--- src/rtl/risc_pkg.sv ---
// Shared definitions for the RISC core instruction sequencer: opcode values,
// controller state encoding and opcode classification helpers.
package risc_pkg;

  localparam logic [2:0] OP_HLT = 3'd0;
  localparam logic [2:0] OP_SKZ = 3'd1;
  localparam logic [2:0] OP_ADD = 3'd2;
  localparam logic [2:0] OP_AND = 3'd3;
  localparam logic [2:0] OP_XOR = 3'd4;
  localparam logic [2:0] OP_LDA = 3'd5;
  localparam logic [2:0] OP_STO = 3'd6;
  localparam logic [2:0] OP_JMP = 3'd7;

  typedef enum logic [3:0] {
    S_F_ADDR = 4'd0,
    S_F_RD   = 4'd1,
    S_F_LD   = 4'd2,
    S_DECODE = 4'd3,
    S_O_ADDR = 4'd4,
    S_O_RD   = 4'd5,
    S_EXEC   = 4'd6,
    S_WB     = 4'd7,
    S_HALTED = 4'd8
  } state_t;

  // Opcodes that fetch an operand from memory into the accumulator path.
  function automatic logic is_rd_op(input logic [2:0] op);
    return (op == OP_ADD) || (op == OP_AND) || (op == OP_XOR) || (op == OP_LDA);
  endfunction

endpackage

--- src/rtl/mem_wait_timer.sv ---
// Watchdog for memory handshake waits: counts not-ready cycles and flags when
// the next not-ready cycle would exceed the allowed limit.
module mem_wait_timer #(
  parameter int unsigned TMO_LIMIT = 15
) (
  input  logic clk,
  input  logic rst_n,
  input  logic clr,
  input  logic tick,
  output logic expired
);

  localparam int unsigned CNT_W = (TMO_LIMIT > 1) ? $clog2(TMO_LIMIT) : 1;
  localparam logic [CNT_W-1:0] TERM = CNT_W'((TMO_LIMIT > 0) ? TMO_LIMIT - 1 : 0);

  logic [CNT_W-1:0] r_cnt;

  // Count not-ready cycles; saturate at the terminal value so the counter
  // never wraps even if the caller keeps ticking.
  always_ff @(posedge clk or negedge rst_n) begin
    if (!rst_n) begin
      r_cnt <= '0;
    end else if (clr) begin
      r_cnt <= '0;
    end else if (tick && (TMO_LIMIT != 0) && (r_cnt != TERM)) begin
      r_cnt <= r_cnt + 1'b1;
    end
  end

  assign expired = (TMO_LIMIT != 0) && (r_cnt == TERM);

endmodule

--- src/rtl/seq_controller.sv ---
// Multi-cycle instruction sequencer for the simple RISC core. Walks each
// opcode through only the phases it needs, waits on mem_ready in memory
// phases, parks in a resumable halt state and counts retired instructions.
//
// state    | meaning
// ---------+-----------------------------------------------------------
// F_ADDR   | drive PC onto the address bus for instruction fetch
// F_RD     | instruction read in flight, wait for mem_ready
// F_LD     | latch instruction into IR
// DECODE   | bump PC, route by opcode (halt on HLT / illegal)
// O_ADDR   | drive IR operand address onto the bus
// O_RD     | operand read in flight, wait for mem_ready
// EXEC     | execute: load AC, conditional skip, jump or drive store data
// WB       | store write in flight, wait for mem_ready
// HALTED   | parked; resume leaves unless a fault flag is set
module seq_controller
  import risc_pkg::*;
#(
  parameter int unsigned OPC_W     = 3,
  parameter int unsigned RETIRE_W  = 16,
  parameter int unsigned TMO_LIMIT = 15
) (
  input  logic                clk,
  input  logic                rst_n,
  input  logic [OPC_W-1:0]    opcode,
  input  logic                zero,
  input  logic                mem_ready,
  input  logic                resume,
  output logic                sel,
  output logic                rd,
  output logic                ld_ir,
  output logic                halt,
  output logic                inc_pc,
  output logic                ld_ac,
  output logic                ld_pc,
  output logic                wr,
  output logic                data_e,
  output logic                illegal,
  output logic                timeout,
  output logic [RETIRE_W-1:0] retired
);

  state_t              r_state;
  logic                r_illegal;
  logic                r_timeout;
  logic [RETIRE_W-1:0] r_retired;

  logic [2:0] w_op;
  logic       w_op_illegal;
  logic       w_in_wait;
  logic       w_expired;
  logic       w_tmo;
  logic       w_retire;

  assign w_op         = opcode[2:0];
  assign w_op_illegal = (32'(opcode) > 32'd7);
  assign w_in_wait    = (r_state == S_F_RD) || (r_state == S_O_RD) || (r_state == S_WB);
  assign w_tmo        = w_in_wait && !mem_ready && w_expired;
  assign w_retire     = ((r_state == S_EXEC) && (w_op != OP_STO)) ||
                        ((r_state == S_WB) && mem_ready);

  // Counter is held clear outside wait states; wait states are never
  // back-to-back, so every wait starts from zero.
  mem_wait_timer #(
    .TMO_LIMIT(TMO_LIMIT)
  ) u_wait_timer (
    .clk    (clk),
    .rst_n  (rst_n),
    .clr    (!w_in_wait),
    .tick   (w_in_wait && !mem_ready),
    .expired(w_expired)
  );

  // Sequencer state and sticky fault flags.
  always_ff @(posedge clk or negedge rst_n) begin
    if (!rst_n) begin
      r_state   <= S_F_ADDR;
      r_illegal <= 1'b0;
      r_timeout <= 1'b0;
    end else begin
      case (r_state)
        S_F_ADDR: r_state <= S_F_RD;
        S_F_RD: begin
          if (mem_ready) begin
            r_state <= S_F_LD;
          end else if (w_tmo) begin
            r_state   <= S_HALTED;
            r_timeout <= 1'b1;
          end
        end
        S_F_LD: r_state <= S_DECODE;
        S_DECODE: begin
          if (w_op_illegal) begin
            r_state   <= S_HALTED;
            r_illegal <= 1'b1;
          end else if (w_op == OP_HLT) begin
            r_state <= S_HALTED;
          end else if ((w_op == OP_SKZ) || (w_op == OP_JMP)) begin
            r_state <= S_EXEC;
          end else begin
            r_state <= S_O_ADDR;
          end
        end
        S_O_ADDR: begin
          if (is_rd_op(w_op)) begin
            r_state <= S_O_RD;
          end else if (w_op == OP_STO) begin
            r_state <= S_EXEC;
          end else begin
            r_state <= S_F_ADDR;
          end
        end
        S_O_RD: begin
          if (mem_ready) begin
            r_state <= S_EXEC;
          end else if (w_tmo) begin
            r_state   <= S_HALTED;
            r_timeout <= 1'b1;
          end
        end
        S_EXEC: r_state <= (w_op == OP_STO) ? S_WB : S_F_ADDR;
        S_WB: begin
          if (mem_ready) begin
            r_state <= S_F_ADDR;
          end else if (w_tmo) begin
            r_state   <= S_HALTED;
            r_timeout <= 1'b1;
          end
        end
        S_HALTED: begin
          if (resume && !r_illegal && !r_timeout) begin
            r_state <= S_F_ADDR;
          end
        end
        default: r_state <= S_F_ADDR;
      endcase
    end
  end

  // Retired-instruction counter, wraps naturally at its width.
  always_ff @(posedge clk or negedge rst_n) begin
    if (!rst_n) begin
      r_retired <= '0;
    end else if (w_retire) begin
      r_retired <= r_retired + 1'b1;
    end
  end

  // Moore strobe decode from registered state; EXEC also looks at opcode/zero.
  always_comb begin
    sel    = 1'b0;
    rd     = 1'b0;
    ld_ir  = 1'b0;
    halt   = 1'b0;
    inc_pc = 1'b0;
    ld_ac  = 1'b0;
    ld_pc  = 1'b0;
    wr     = 1'b0;
    data_e = 1'b0;
    case (r_state)
      S_F_ADDR: sel = 1'b1;
      S_F_RD: begin
        sel = 1'b1;
        rd  = 1'b1;
      end
      S_F_LD: begin
        sel   = 1'b1;
        rd    = 1'b1;
        ld_ir = 1'b1;
      end
      S_DECODE: begin
        sel    = 1'b1;
        inc_pc = 1'b1;
      end
      S_O_RD: rd = 1'b1;
      S_EXEC: begin
        if (is_rd_op(w_op)) begin
          rd    = 1'b1;
          ld_ac = 1'b1;
        end else if (w_op == OP_SKZ) begin
          inc_pc = zero;
        end else if (w_op == OP_JMP) begin
          ld_pc = 1'b1;
        end else if (w_op == OP_STO) begin
          data_e = 1'b1;
        end
      end
      S_WB: begin
        data_e = 1'b1;
        wr     = 1'b1;
      end
      S_HALTED: begin
        halt = 1'b1;
        sel  = 1'b1;
      end
      default: ;
    endcase
  end

  assign illegal = r_illegal;
  assign timeout = r_timeout;
  assign retired = r_retired;

endmodule

--- config.mk ---
export PLATFORM = sky130hd
export DESIGN_NAME = seq_controller
export DESIGN_NICKNAME = d
export VERILOG_FILES = /design/src/rtl/risc_pkg.sv /design/src/rtl/mem_wait_timer.sv /design/src/rtl/seq_controller.sv
export SDC_FILE = /design/constraint.sdc
export NUM_CORES = 1
export LEC_CHECK = 0
export CELL_PAD_IN_SITES_DETAIL_PLACEMENT = 1
export CELL_PAD_IN_SITES_GLOBAL_PLACEMENT = 2
export CORE_ASPECT_RATIO = 1.2
export CORE_MARGIN = 2
export CORE_UTILIZATION = 29
export CTS_BUF_LIST = sky130_fd_sc_hd__clkbuf_4 sky130_fd_sc_hd__clkbuf_8
export CTS_CLUSTER_DIAMETER = 200
export DETAILED_ROUTE_END_ITERATION = 10
export PLACE_DENSITY = 0.79
export SETUP_SLACK_MARGIN = 0.15
export SYNTH_ARGS = -nofsm -noshare
export SYNTH_HDL_FRONTEND = slang
export SYNTH_SLANG_ARGS = --single-unit
--- constraint.sdc ---
create_clock -name clk -period 1.6 [get_ports clk]
set_input_delay 0.32 -clock clk [delete_from_list [all_inputs] [get_ports clk]]
set_output_delay 0.32 -clock clk [all_outputs]
set_load 0.02 [all_outputs]
==> Flow_metrics.wiki <==
{| class="wikitable"
! Metric !! Value
|-
| Die Span X || 69.1 µm
|-
| Hold Crit Class || input port to async pin
|-
| Post-detail-place hpwl || between 3 and 4 mm
|-
| N_diodes || 0
|-
| Detailed Route Iter0 Violations || 26
|-
| Final setup skew || between 0.003 and 0.004 ns
|-
| Flip-flop cell with the highest count after synthesis || dfrtp_1
|-
| Pin count of the biggest net entering global routing || 26
|-
| Global-route wire length before repair || roughly 7.6 mm
|-
| CTS Root Cell || clkbuf_8
|-
| Detailed Route WL || ~5.0 mm
|-
| Count of final setup violators || 24
|-
| Maximum frequency from static timing analysis || between 500 and 600 MHz
|-
| Routability-driven placement congestion ratio || approximately 0.91
|-
| TritonCTS Buffers || 3
|-
| Netlist area before placement || around 0.0015 mm²
|-
| Number of synthesized flops with an enable pin || 0
|-
| Avg WL per Cell || 17.9 µm
|-
| Total of fill cells in the finished design || 536
|-
| Cell type contributing the most total cell area after synthesis || dfrtp_1
|-
| Category of the worst setup path capture point || output port
|-
| Antenna-violating nets left || 0
|-
| Row cnt || 28
|-
| Critical Path Start Type || flop
|-
| Leakage component of the power || around 1.4 nW
|-
| Gate count after technology mapping || roughly 140
|-
| Clock Tree Buf Depth || 2
|-
| Critical Path Fanout Max || 5
|-
| Later-pin clock latency in the skew report || ~0.27 ns
|-
| Cell with the most instances after synthesis || dfrtp_1
|-
| Number of pins exceeding their max-slew limit in the final report || 0
|-
| PnR worst setup slack || -0.185 ns
|-
| Filler-free cell count of the finished design || 277
|-
| Ordered list of cells on the worst path || buf_6 -> and4bb_4 -> and4_4 -> buf_6
|-
| Most area-consuming cells after synthesis || dfrtp_1 (42%), xor2_1 (7.7%), xnor2_1 (3.0%), nor3_2 (2.7%), ha_1 (2.5%)
|-
| Worst flop-to-flop path startpoint || r_state[3]
|-
| Unrepaired setup endpoints after global routing || yes
|-
| Most numerous cell types in the synthesized netlist || dfrtp_1 (25), xor2_1 (13), nand2_1 (10)
|-
| Port Buffers || 33
|-
| IO Count || 35
|-
| Clock transition time at the flip-flop clock pins of the worst setup and hold paths || approximately 0.090 ns
|-
| Slowest cell on crit path || dfrtp_1
|-
| Placed insts || between 200 and 300
|-
| Antenna violations before repair || 0
|-
| Starting Density || a little under a third
|-
| Vias in the first global route || roughly 1.6k
|-
| Die Footprint || 0.00568 mm²
|-
| Max-Cap Viols || 0
|-
| Synthesis Warnings || 0
|-
| Final hold vios || 0
|-
| Number of register bits inferred by synthesis || 25
|-
| H-Tree Level Count || 1
|-
| Kind of cell adding the most delay to the critical path || simple AND/OR/NAND/NOR gates
|-
| Vias after detailed routing || approximately 1.4k
|-
| Sequential-to-total area share from yosys stat || a little over two fifths
|-
| Failing checks || setup timing
|-
| Post-route DRC violation count || 0
|-
| Critical setup path kind || flop to output port
|-
| Per-instance average area after synthesis || between 10 and 15 µm²
|-
| Number of sinks driven by the clock tree || 25
|-
| First-pass DRT Iterations || 4
|-
| Worst setup path startpoint || r_state[3]
|-
| Critical Path AT || 1.47 ns
|-
| Layout cells sized above 1 || approximately 50%
|-
| Final Cycle Share || 112%
|-
| Power density relative to cell area || around 1300 mW/mm²
|-
| Largest stage delay, worst path || approximately 0.4 ns
|-
| Nets in the synthesized netlist || 150
|-
| Synth top area share || between 40% and 50%
|-
| DIE HEIGHT || 82.1 µm
|-
| Area of the core region || 0.00490 mm²
|-
| Async SR Flop Fraction || between 90% and 100%
|-
| Distinct cells, synth || between 40 and 50
|-
| Outcome || finished with violations
|-
| Time the final worst path needs with I/O delays and setup || about 1.8 ns
|-
| Worst IR drop on VDD || 0.772 mV
|-
| Required time at the worst-slack endpoint || 1.28 ns
|-
| Overall track demand over capacity in global routing || between 10% and 20%
|-
| Nets || 229
|-
| Top cell by count, worst path || buf_6
|-
| Total global routing overflow || 0
|-
| Overall power of the completed layout || about 3.2 mW
|-
| Critical path buffer and inverter count || 2
|-
| DR vias/cell || roughly 5
|-
| Area overhead of the layout relative to synthesis || 71.1%
|-
| Clock tree from TritonCTS || built
|-
| Worst slack after detailed placement || -0.689 ns
|}
==> power breakdown <==
group	internal, mW	total, mW	leakage [nW]	switching [mW]
clock network	0.195	0.397	0.0262	0.202
logic	0.997	1.94	1.04	0.947
registers	0.744	0.886	0.327	0.141
==> layer usage <==
layer,up-vias,GRT usage (%),routed length [µm]
li1,648,-,-
met1,686,19.0,1880
met2,33,32.6,2830
met3,12,2.55,119
met4,0,6.47,129
met5,-,0,0
==> stage by stage <==
step	hold slack (ns)	TNS, ns	utilization (%)	instance area (µm²)
floorplan	0.0244	0	-	1530
finish	0.405	-2.57	51.5	2520
global route	0.442	-4.04	51.5	2520
global placement	0.458	-10.26	43.6	2140
CTS	0.422	-2.76	48.9	2400
detailed placement	0.468	-11.19	43.6	2140
==> worst paths after layout <==
check	cells past startpoint	slack [ns]	endpoint
worst max-delay path	4	-0.19	ld_pc
worst min register to register	1	0.47	retired[15]
worst max register to register	8	-0.15	retired[0]
worst min-delay path	2	0.40	retired[10]
min in group clk	1	0.47	retired[15]
max in group asynchronous	2	0.93	retired[8]
==> area by class of cell <==
cell class	count	area, µm²	area share (%)
multi-input combinational	104	1030	41.0
inverter	4	15.0	0.595
clock buffer	4	48.8	1.93
tap	60	75.1	2.97
timing repair buffer	80	717	28.4
sequential	25	634	25.1
==> state kept, by name, indices dropped and copies added, names as in the netlist <==
name,flops
r_state,4
u_wait_timer.r_cnt,4
timeout,1
retired,16
==> cells in the final DEF (no fill, tap or decap), drive strengths merged, types with 2 or more instances in the layout <==
| master | synthesis | layout |
|---|---|---|
| nand3 | 7 | 7 |
| a21oi | 4 | 4 |
| nor3 | 7 | 7 |
| nor4b | 2 | 2 |
| a22oi | 2 | 2 |
| nand2b | 5 | 5 |
| clkbuf | 1 | 5 |
| nor3b | 3 | 3 |
| and4 | 2 | 2 |
| dlygate4sd2 | 0 | 21 |
| xnor2 | 5 | 5 |
| ha | 3 | 3 |
| xor2 | 13 | 13 |
| a31oi | 2 | 2 |
| mux2i | 2 | 2 |
| clkdlybuf4s50 | 0 | 3 |
| o21ai | 3 | 3 |
| or2 | 2 | 2 |
| inv | 4 | 4 |
| nor2 | 9 | 9 |
| buf | 5 | 55 |
| nand2 | 10 | 10 |
| and3 | 2 | 2 |
| dfrtp | 25 | 25 |
| nor4 | 3 | 3 |
| nor2b | 2 | 2 |
| nand4b | 3 | 3 |
==> cells by family after synthesis <==
kind of cell               after synthesis  synth area share (%)
adders and majority gates                3                  2.54
buffers and inverters                   10                  3.99
xor gates and xnor gates                18                  10.7
and+or+nand+nor                         62                  29.3
DFF                                     25                  42.4
muxes                                    3                  2.12
AOI/OAI and AO/OA                       17                  8.74
other                                    1                 0.254
==> timing repair <==
item | 4_1_cts | 5_1_grt
pin swaps | 23 | 13
resized for setup | 101 | 20
buffers inserted | 9 | 5
hold buffers | 0 | 0
setup endpoints to repair | 47 | 32
cloned | 1 | 0
No activity file was read; power rests on OpenSTA's default activity.
